[config.mk]
export PLATFORM = sky130hd
export DESIGN_NAME = aes_block_loader
export DESIGN_NICKNAME = d
export VERILOG_FILES = /design/src/rtl/aes_block_loader.sv
export SDC_FILE = /design/constraint.sdc
export NUM_CORES = 1
export LEC_CHECK = 0
export CAP_MARGIN = 20
export CELL_PAD_IN_SITES_DETAIL_PLACEMENT = 2
export CELL_PAD_IN_SITES_GLOBAL_PLACEMENT = 2
export CORE_MARGIN = 1.5
export CORE_UTILIZATION = 34
export DETAILED_ROUTE_END_ITERATION = 10
export PLACE_DENSITY_LB_ADDON = 0.1
export SLEW_MARGIN = 10
export SYNTH_ARGS = -nofsm -noshare
export SYNTH_HDL_FRONTEND = slang
export SYNTH_SLANG_ARGS = --single-unit
[constraint.sdc]
create_clock -name clk -period 14.3 [get_ports clk]
set_input_delay 2.86 -clock clk [delete_from_list [all_inputs] [get_ports clk]]
set_output_delay 2.86 -clock clk [all_outputs]
set_load 0.05 [all_outputs]
[src/rtl/aes_block_loader.sv]
// aes_block_loader: pops a DATA0/DATA1 PID per packet and packs payload bytes into 128-bit AES blocks.
// The final block of each packet is flagged with blk_last and carries its valid byte count in blk_len.
module aes_block_loader #(
    parameter int BLK_BYTES = 16,
    parameter int END_CNT_W = 2
) (
    input  logic                     clk,
    input  logic                     n_rst,
    input  logic                     pid_empty,
    input  logic [7:0]               r_pid,
    output logic                     rpid_enable,
    input  logic                     data_empty,
    input  logic [7:0]               r_data,
    output logic                     rdata_enable,
    input  logic                     rcving,
    output logic [8*BLK_BYTES-1:0]   blk_data,
    output logic [4:0]               blk_len,
    output logic                     blk_last,
    output logic                     blk_valid,
    input  logic                     blk_ready,
    output logic                     pid_err,
    output logic                     pid_seq,
    output logic                     busy
);
    typedef enum logic [2:0] {IDLE, GET_PID, LOAD, FULL, EMIT} state_t;

    state_t               state;
    logic [4:0]           cnt;
    logic [END_CNT_W-1:0] end_cnt;
    logic                 rcving_q;
    logic                 fall;
    logic                 end_pending;
    logic                 pid_ok;
    logic                 pop;
    logic                 consume;

    assign fall         = rcving_q & ~rcving;
    assign end_pending  = end_cnt != '0;
    assign pid_ok       = r_pid == 8'hC3 || r_pid == 8'h4B;
    assign pop          = state == LOAD && !data_empty && cnt < 5'(BLK_BYTES);
    assign consume      = (state == GET_PID && !pid_ok) ||
                          ((state == LOAD || state == FULL) && data_empty && end_pending);
    assign rdata_enable = pop;
    assign rpid_enable  = state == GET_PID && !pid_empty;
    assign blk_valid    = state == EMIT;
    assign busy         = state != IDLE;

    // A fall and a consume in the same cycle cancel; the count saturates at both ends.
    always_ff @(posedge clk or posedge n_rst) begin
        if (n_rst) begin
            rcving_q <= 1'b0;
            end_cnt  <= '0;
        end else begin
            rcving_q <= rcving;
            if (fall && !consume && end_cnt != '1)
                end_cnt <= end_cnt + 1'b1;
            else if (!fall && consume && end_pending)
                end_cnt <= end_cnt - 1'b1;
        end
    end

    always_ff @(posedge clk or posedge n_rst) begin
        if (n_rst) begin
            state    <= IDLE;
            cnt      <= '0;
            blk_data <= '0;
            blk_len  <= '0;
            blk_last <= 1'b0;
            pid_err  <= 1'b0;
            pid_seq  <= 1'b0;
        end else begin
            pid_err <= 1'b0;
            case (state)
                IDLE: if (!pid_empty) state <= GET_PID;
                GET_PID: begin
                    if (pid_ok) begin
                        pid_seq <= r_pid == 8'h4B;
                        state   <= LOAD;
                    end else begin
                        pid_err <= 1'b1;
                        state   <= IDLE;
                    end
                end
                LOAD: begin
                    if (pop) begin
                        // Lane 0 sits at the top of the block, so lane cnt starts at bit 8*(15-cnt).
                        blk_data[{~cnt[3:0], 3'b000} +: 8] <= r_data;
                        cnt <= cnt + 1'b1;
                        if (cnt == 5'(BLK_BYTES - 1)) state <= FULL;
                    end else if (data_empty && end_pending) begin
                        if (cnt != '0) begin
                            blk_last <= 1'b1;
                            blk_len  <= cnt;
                            state    <= EMIT;
                        end else begin
                            state <= IDLE;
                        end
                    end
                end
                FULL: begin
                    if (!data_empty || end_pending) begin
                        blk_last <= data_empty;
                        blk_len  <= 5'(BLK_BYTES);
                        state    <= EMIT;
                    end
                end
                EMIT: begin
                    if (blk_ready) begin
                        cnt      <= '0;
                        blk_data <= '0;
                        blk_len  <= '0;
                        blk_last <= 1'b0;
                        state    <= blk_last ? IDLE : LOAD;
                    end
                end
                default: state <= IDLE;
            endcase
        end
    end
endmodule

==> results.sh, run 1 <==
export IMPL_outcome="finished clean"
export IMPL_ys_warnings_count=0
export IMPL_dieArea_sq_um=19000
export IMPL_cap_violations=0
export IMPL_synth_net_count=517
export IMPL_crit_type="input port to output port"
export IMPL_vias=4867
export IMPL_cts_buffers=17
export IMPL_cts_sinks=147
export IMPL_post_cts_resized=0
export IMPL_io_pins=162
export IMPL_ir_worst_vdd_mv=0.0933
export IMPL_rsz0062_at_grt="false"
export IMPL_dr_pass1_iters=4
export IMPL_setup_viol=0
export IMPL_holdPathStages=1
export IMPL_htree_levels=4
export IMPL_synthFlopType="dfrtp_1"
export IMPL_cp_slowest_cell="clkdlybuf4s50_1"
export IMPL_gp_congestion=0.804
export IMPL_gr_total_overflow=0
export IMPL_hold_viol=0
export IMPL_ant_nets=0
export IMPL_clk_pin_slew_ps=70
export IMPL_fp_row_count=49
export IMPL_place_detailed_hpwl_mm=14.1
export IMPL_cts_tree="yes"
export IMPL_clock_latency_ps=430
export IMPL_cpMostUsedCell="clkdlybuf4s50_1"
export IMPL_critPathMaxStageDelay_ps=880
export IMPL_period_minus_slack_ps=7860
export IMPL_grt_use_total_pct=23.1
export IMPL_p_switching_mw=0.471
export IMPL_path_cells="clkdlybuf4s50_1, nor2_1, nand3_1, inv_1, clkdlybuf4s50_1"
export IMPL_p_seq_share_pct=36.9
export IMPL_crit_family="buffers and inverters"
export IMPL_avgSynthCellArea_sq_um=12.6
export IMPL_crit_path_end_kind="output port"
export IMPL_cp_data_arrival_time_ps=5000
export IMPL_root_buffer="clkbuf_16"
export IMPL_numPortBuffers=161
export IMPL_routed_wl_mm=21.0
export IMPL_syn_inst=491
export IMPL_yosysTopAreaCell="dfrtp_1"
export IMPL_ys_types=64
export IMPL_reg2reg_from="cnt[1]"
export IMPL_initial_utilization_pct=34.4
export IMPL_die_h_um=138
export IMPL_seq_area_frac_synth_pct=59.7
export IMPL_synth_seq_cells=147
export IMPL_synthArstFlopShare_pct=100
export IMPL_slew_headroom_pct=38.1
export IMPL_clockPowerShare_pct=35.6
export IMPL_syn2layout_area_growth_pct=39.5
export IMPL_avgViaCountPerCell=5.46
export IMPL_routedWlPerCell_um=23.6
export IMPL_clock_skew_final_ps=9.62
export IMPL_crit_buf_inv=3
export IMPL_drv_slew=0
export IMPL_synth_area_sq_um=6170
export IMPL_fin_crit_sh_pct=55.0
export IMPL_switching_share_pct=35.1
export IMPL_grt_max_degree=79
export IMPL_die_w_um=138
export IMPL_drc=0
export IMPL_rr_endpoint="blk_data[17]"
export IMPL_reg2reg_slack_ps=11620
export IMPL_fmax_ghz=0.127
export IMPL_hp_start="blk_data[55]"
export IMPL_total_power_mw=1.34
export IMPL_n_antenna_cell=0
export IMPL_clockBufferDepth=2
export IMPL_hold_path_class="register to register"
export IMPL_p_int_mw=0.870
export IMPL_final_common_cell="clkdlybuf4s50_1"
export IMPL_hold_buffers=0
export IMPL_cp_required_ps=11440
export IMPL_min_to="blk_data[55]"
export IMPL_tightestPinTransition_ps=929
export IMPL_core_sq_um=17900
export IMPL_startpoint_type="input port"
export IMPL_pwr_share_comb_pct=27.5
export IMPL_post_cts_buffers=0
export IMPL_final_cell_mix="clkdlybuf4s50_1 (161), dfrtp_1 (147), a22o_1 (65), o2bb2ai_1 (56), nand2_1 (40)"
export IMPL_grt_pass1_wl_mm=32.7
export IMPL_drive_gt1_share_pct=11.2
export IMPL_synth_top_cell_area_share_pct=59.7
export IMPL_nNetsFinal=677
export IMPL_powerDensity_nw_per_um2=156
export IMPL_tns_ps=0
export IMPL_crit_path_max_fanout=11
export IMPL_grt_pass1_vias=5475
export IMPL_synth_area_leaders="dfrtp_1 (60%), a22o_1 (9.2%), o2bb2ai_1 (8.0%)"
export IMPL_synth_edf_count=0
export IMPL_antenna_found_initial=0
export IMPL_leakage_nw=3.70
export IMPL_initialDrtViolationCount=166
export IMPL_reg2reg_depth=6
synthesized netlist by cell type (all sizes together), types with 3 or more instances:
cell type and number:
ha 4, nor3b 4, o21ai 21, o211ai 5, nor2 19, o2bb2ai 56
dfrtp 147, clkbuf 8, mux2i 4, a22o 65, nor2b 4, nand3 9
a21oi 12, nand2 43, mux2 3, nand2b 7, a21o 6, o21a 3
buf 15, inv 14, and3b 3, nor3 5, o22ai 3
metrics by stage:
stage / hold WS [ps] / std cells / instance area [sq um] / util [%] / worst slack [ps]
after floorplan: 521 / 491 / 6170 / - / 7490
after global placement: 471 / 861 / 7980 / 44.6 / 6560
after detailed placement: 473 / 861 / 7980 / 44.6 / 6450
after CTS: 495 / 892 / 8600 / 48.1 / 6440
after global routing: 515 / 892 / 8600 / 48.1 / 6270
final: 493 / 892 / 8600 / 48.1 / 6440
metal layers:
metal / wire, um / vias to the layer above / global-route usage [%]
met5: 0 / - / 0
met4: 287 / 0 / 6.55
met3: 884 / 24 / 4.53
met2: 10500 / 130 / 38.9
met1: 9360 / 2546 / 30.1
li1: - / 2167 / -
power by group through the flow:
| stage | sequential [mW] | combinational, mW | clock [mW] |
|---|---|---|---|
| global route | 0.500 | 0.393 | 0.504 |
| CTS | 0.494 | 0.371 | 0.486 |
| detailed placement | 0.501 | 0.367 | 0 |
| global placement | 0.499 | 0.357 | 0 |
| finish | 0.494 | 0.369 | 0.478 |
| floorplan | 0.568 | 0.183 | 0 |
state kept, by name (all words and copies together) (netlist names):
signal	flops
pid_seq	1
blk_data	128
state	3
pid_err	1
blk_last	1
end_cnt	2
rcving_q	1
blk_len	5
cnt	5
cell families after synthesis:
| group | share of synthesized area, % |
|---|---|
| multiplexers | 1.20 |
| AND/OR/NAND/NOR | 10.8 |
| XOR/XNOR | 0.690 |
| buffers and inverters | 2.66 |
| adder cells (fa/ha/maj) | 0.812 |
| AO/OA/AOI/OAI | 24.2 |
| flip-flops | 59.7 |
final cells by class:
class | count | area (sq um)
clock inverters | 12 | 180
multi-input cells | 307 | 2320
inverters | 14 | 57.6
clock buffers | 19 | 443
repair buffers | 164 | 1630
fillers | 1782 | 9300
flip-flops and latches | 147 | 3680
well taps | 229 | 287
worst max-delay path by stage:
stage	from	to	cells after the start	slack [ps]
5_1_grt	data_empty	rdata_enable	5	6270
2_1_floorplan	n_rst	blk_data[0]	1	7490
4_1_cts	data_empty	rdata_enable	5	6440
6_report	data_empty	rdata_enable	5	6440
3_5_place_dp	data_empty	rdata_enable	5	6450
3_3_place_gp	data_empty	rdata_enable	5	6560
(Power assumes the default switching activity.)
==> inputs of run 2 (changes only) <==
--- a/config.mk
+++ b/config.mk
@@ -9,7 +9,7 @@
 export CELL_PAD_IN_SITES_DETAIL_PLACEMENT = 2
 export CELL_PAD_IN_SITES_GLOBAL_PLACEMENT = 2
 export CORE_MARGIN = 1.5
-export CORE_UTILIZATION = 34
+export CORE_UTILIZATION = 29
 export DETAILED_ROUTE_END_ITERATION = 10
 export PLACE_DENSITY_LB_ADDON = 0.1
 export SLEW_MARGIN = 10
==> constraint.sdc (replaced) <==
create_clock -name clk -period 6.86 [get_ports clk]
set_input_delay 1.372 -clock clk [delete_from_list [all_inputs] [get_ports clk]]
set_output_delay 1.372 -clock clk [all_outputs]
set_load 0.05 [all_outputs]
==> run 2 against run 1 <==
- combinational power grew 110%
- setup slack lost 4500 ps
- clock-buffer cell count grew 1
- clock power grew 99%
- power grew 110%
- sequential power grew 110%
- first-iteration DRC count grew 32%
- register-to-register slack lost 7400 ps
- largest cell class unchanged
==> results.sh, run 2 (synthesis gave the netlist of run 1 again) <==
export IMPL_grtUsageMet2_pct=34.1
export IMPL_nNetsFinal=679
export IMPL_initialDrtViolationCount=219
export IMPL_fp_row_count=53
export IMPL_hp_start="blk_data[115]"
export IMPL_tightestPinTransition_ps=866
export IMPL_slew_headroom_pct=41.9
export IMPL_vias=4857
export IMPL_gp_congestion=0.788
export IMPL_hold_path_class="register to register"
export IMPL_grt_util_met3_pct=5.35
export IMPL_cp_startpoint="data_empty"
export IMPL_hold_slack_ps=491
export IMPL_final_cell_mix="clkdlybuf4s50_1 (161), dfrtp_1 (147), a22o_1 (65), o2bb2ai_1 (56), nand2_1 (40)"
export IMPL_io_pins=162
export IMPL_numPortBuffers=161
export IMPL_globalRouteMet1Util_pct=25.8
export IMPL_die_h_um=149
export IMPL_ant_nets=0
export IMPL_antenna_found_initial=0
export IMPL_place_detailed_hpwl_mm=14.6
export IMPL_htree_levels=4
export IMPL_avgViaCountPerCell=5.16
export IMPL_grt_pass1_vias=5428
export IMPL_cts_sinks=147
export IMPL_drc=0
export IMPL_gr_max_usage_layer="met2"
export IMPL_ir_worst_vdd_mv=0.154
export IMPL_dpl_cell_area_sq_um=8050
export IMPL_powerDensity_nw_per_um2=318
export IMPL_routedWlPerCell_um=22.4
export IMPL_crit_path_end_kind="output port"
export IMPL_root_buffer="clkbuf_16"
export IMPL_clock_skew_final_ps=8.98
export IMPL_largest_register="blk_data"
export IMPL_reg2reg_from="cnt[1]"
export IMPL_n_antenna_cell=0
export IMPL_grt_max_degree=83
export IMPL_clock_latency_ps=420
export IMPL_post_cts_resized=0
export IMPL_largest_reg_flops=128
export IMPL_fin_util_pct=41.3
export IMPL_cp_data_arrival_time_ps=3570
export IMPL_final_common_cell="clkdlybuf4s50_1"
export IMPL_crit_type="input port to output port"
export IMPL_cp_required_ps=5490
export IMPL_tns_ps=0
export IMPL_grt_use_total_pct=20.3
export IMPL_leakage_nw=3.71
export IMPL_drive_gt1_share_pct=11.6
export IMPL_syn2layout_area_growth_pct=40.3
export IMPL_drv_slew=0
export IMPL_outcome="finished clean"
export IMPL_routed_wl_mm=21.1
export IMPL_period_minus_slack_ps=4940
export IMPL_cap_violations=0
export IMPL_initial_utilization_pct=29.4
export IMPL_gr_total_overflow=0
export IMPL_rsz0062_at_grt="false"
export IMPL_die_w_um=149
export IMPL_reg_top3="blk_data: 128 flops, blk_len: 5 flops, cnt: 5 flops"
export IMPL_grt_pass1_wl_mm=33.8
export IMPL_crit_path_max_fanout=11
export IMPL_total_power_mw=2.75
export IMPL_cts_buffers=17
export IMPL_clockBufferDepth=2
export IMPL_fin_crit_sh_pct=72.1
export IMPL_setup_viol=0
export IMPL_cts_tree="yes"
export IMPL_startpoint_type="input port"
export IMPL_reg2reg_slack_ps=4190
export IMPL_stdcell_area_sq_um=8650
export IMPL_dieArea_sq_um=22100
export IMPL_clk_pin_slew_ps=60
export IMPL_hold_buffers=0
export IMPL_core_sq_um=21000
export IMPL_hold_viol=0
export IMPL_dr_pass1_iters=4
export IMPL_post_cts_buffers=0
export IMPL_fmax_ghz=0.202
[run 2: cell types whose count changed in the layout (fill, tap and decap cells not counted)]
| cell | delta |
|---|---|
| buf_4 | +2 |
| bufinv_16 | -2 |
| clkbuf_8 | +1 |
| clkinv_2 | -1 |
| clkinv_4 | +2 |
| clkinvlp_4 | -2 |
| inv_6 | +3 |
[run 2: final cells by class]
type	instances	area (sq um)
fillers	2152	12300
flip-flops and latches	147	3680
multi-input cells	307	2320
repair buffers	166	1650
clock buffers	20	457
well taps	275	344
clock inverters	12	144
inverters	14	57.6
[run 2: critical path, stage by stage]
cell and delay, ps:
clkdlybuf4s50_1 530, nor2_1 260, nand3_1 210, inv_1 300, clkdlybuf4s50_1 880
[run 2: path summary, 6_finish.rpt]
kind / to / depth (start not counted)
max: rdata_enable / 5
min: blk_data[115] / 1
max reg2reg: blk_data[19] / 6
min reg2reg: blk_data[115] / 1
max in group asynchronous: blk_data[71] / 3
min in group asynchronous: blk_len[0] / 2
[run 2: power by group]
group,internal [mW],switching (mW)
clock,0.563,0.388
sequential,0.938,0.0904
combinational,0.257,0.514
[run 2: metrics by stage]
stage,instances,worst slack [ps]
after floorplan,491,1540
after global placement,909,2030
after detailed placement,909,1890
after CTS,941,1900
after global routing,941,1770
final,941,1920
[run 2: routing by layer]
layer / share of wire (%) / up-vias
li1: - / 2177
met1: 43 / 2532
met2: 50 / 131
met3: 5.9 / 17
met4: 1.0 / 0
met5: 0 / -
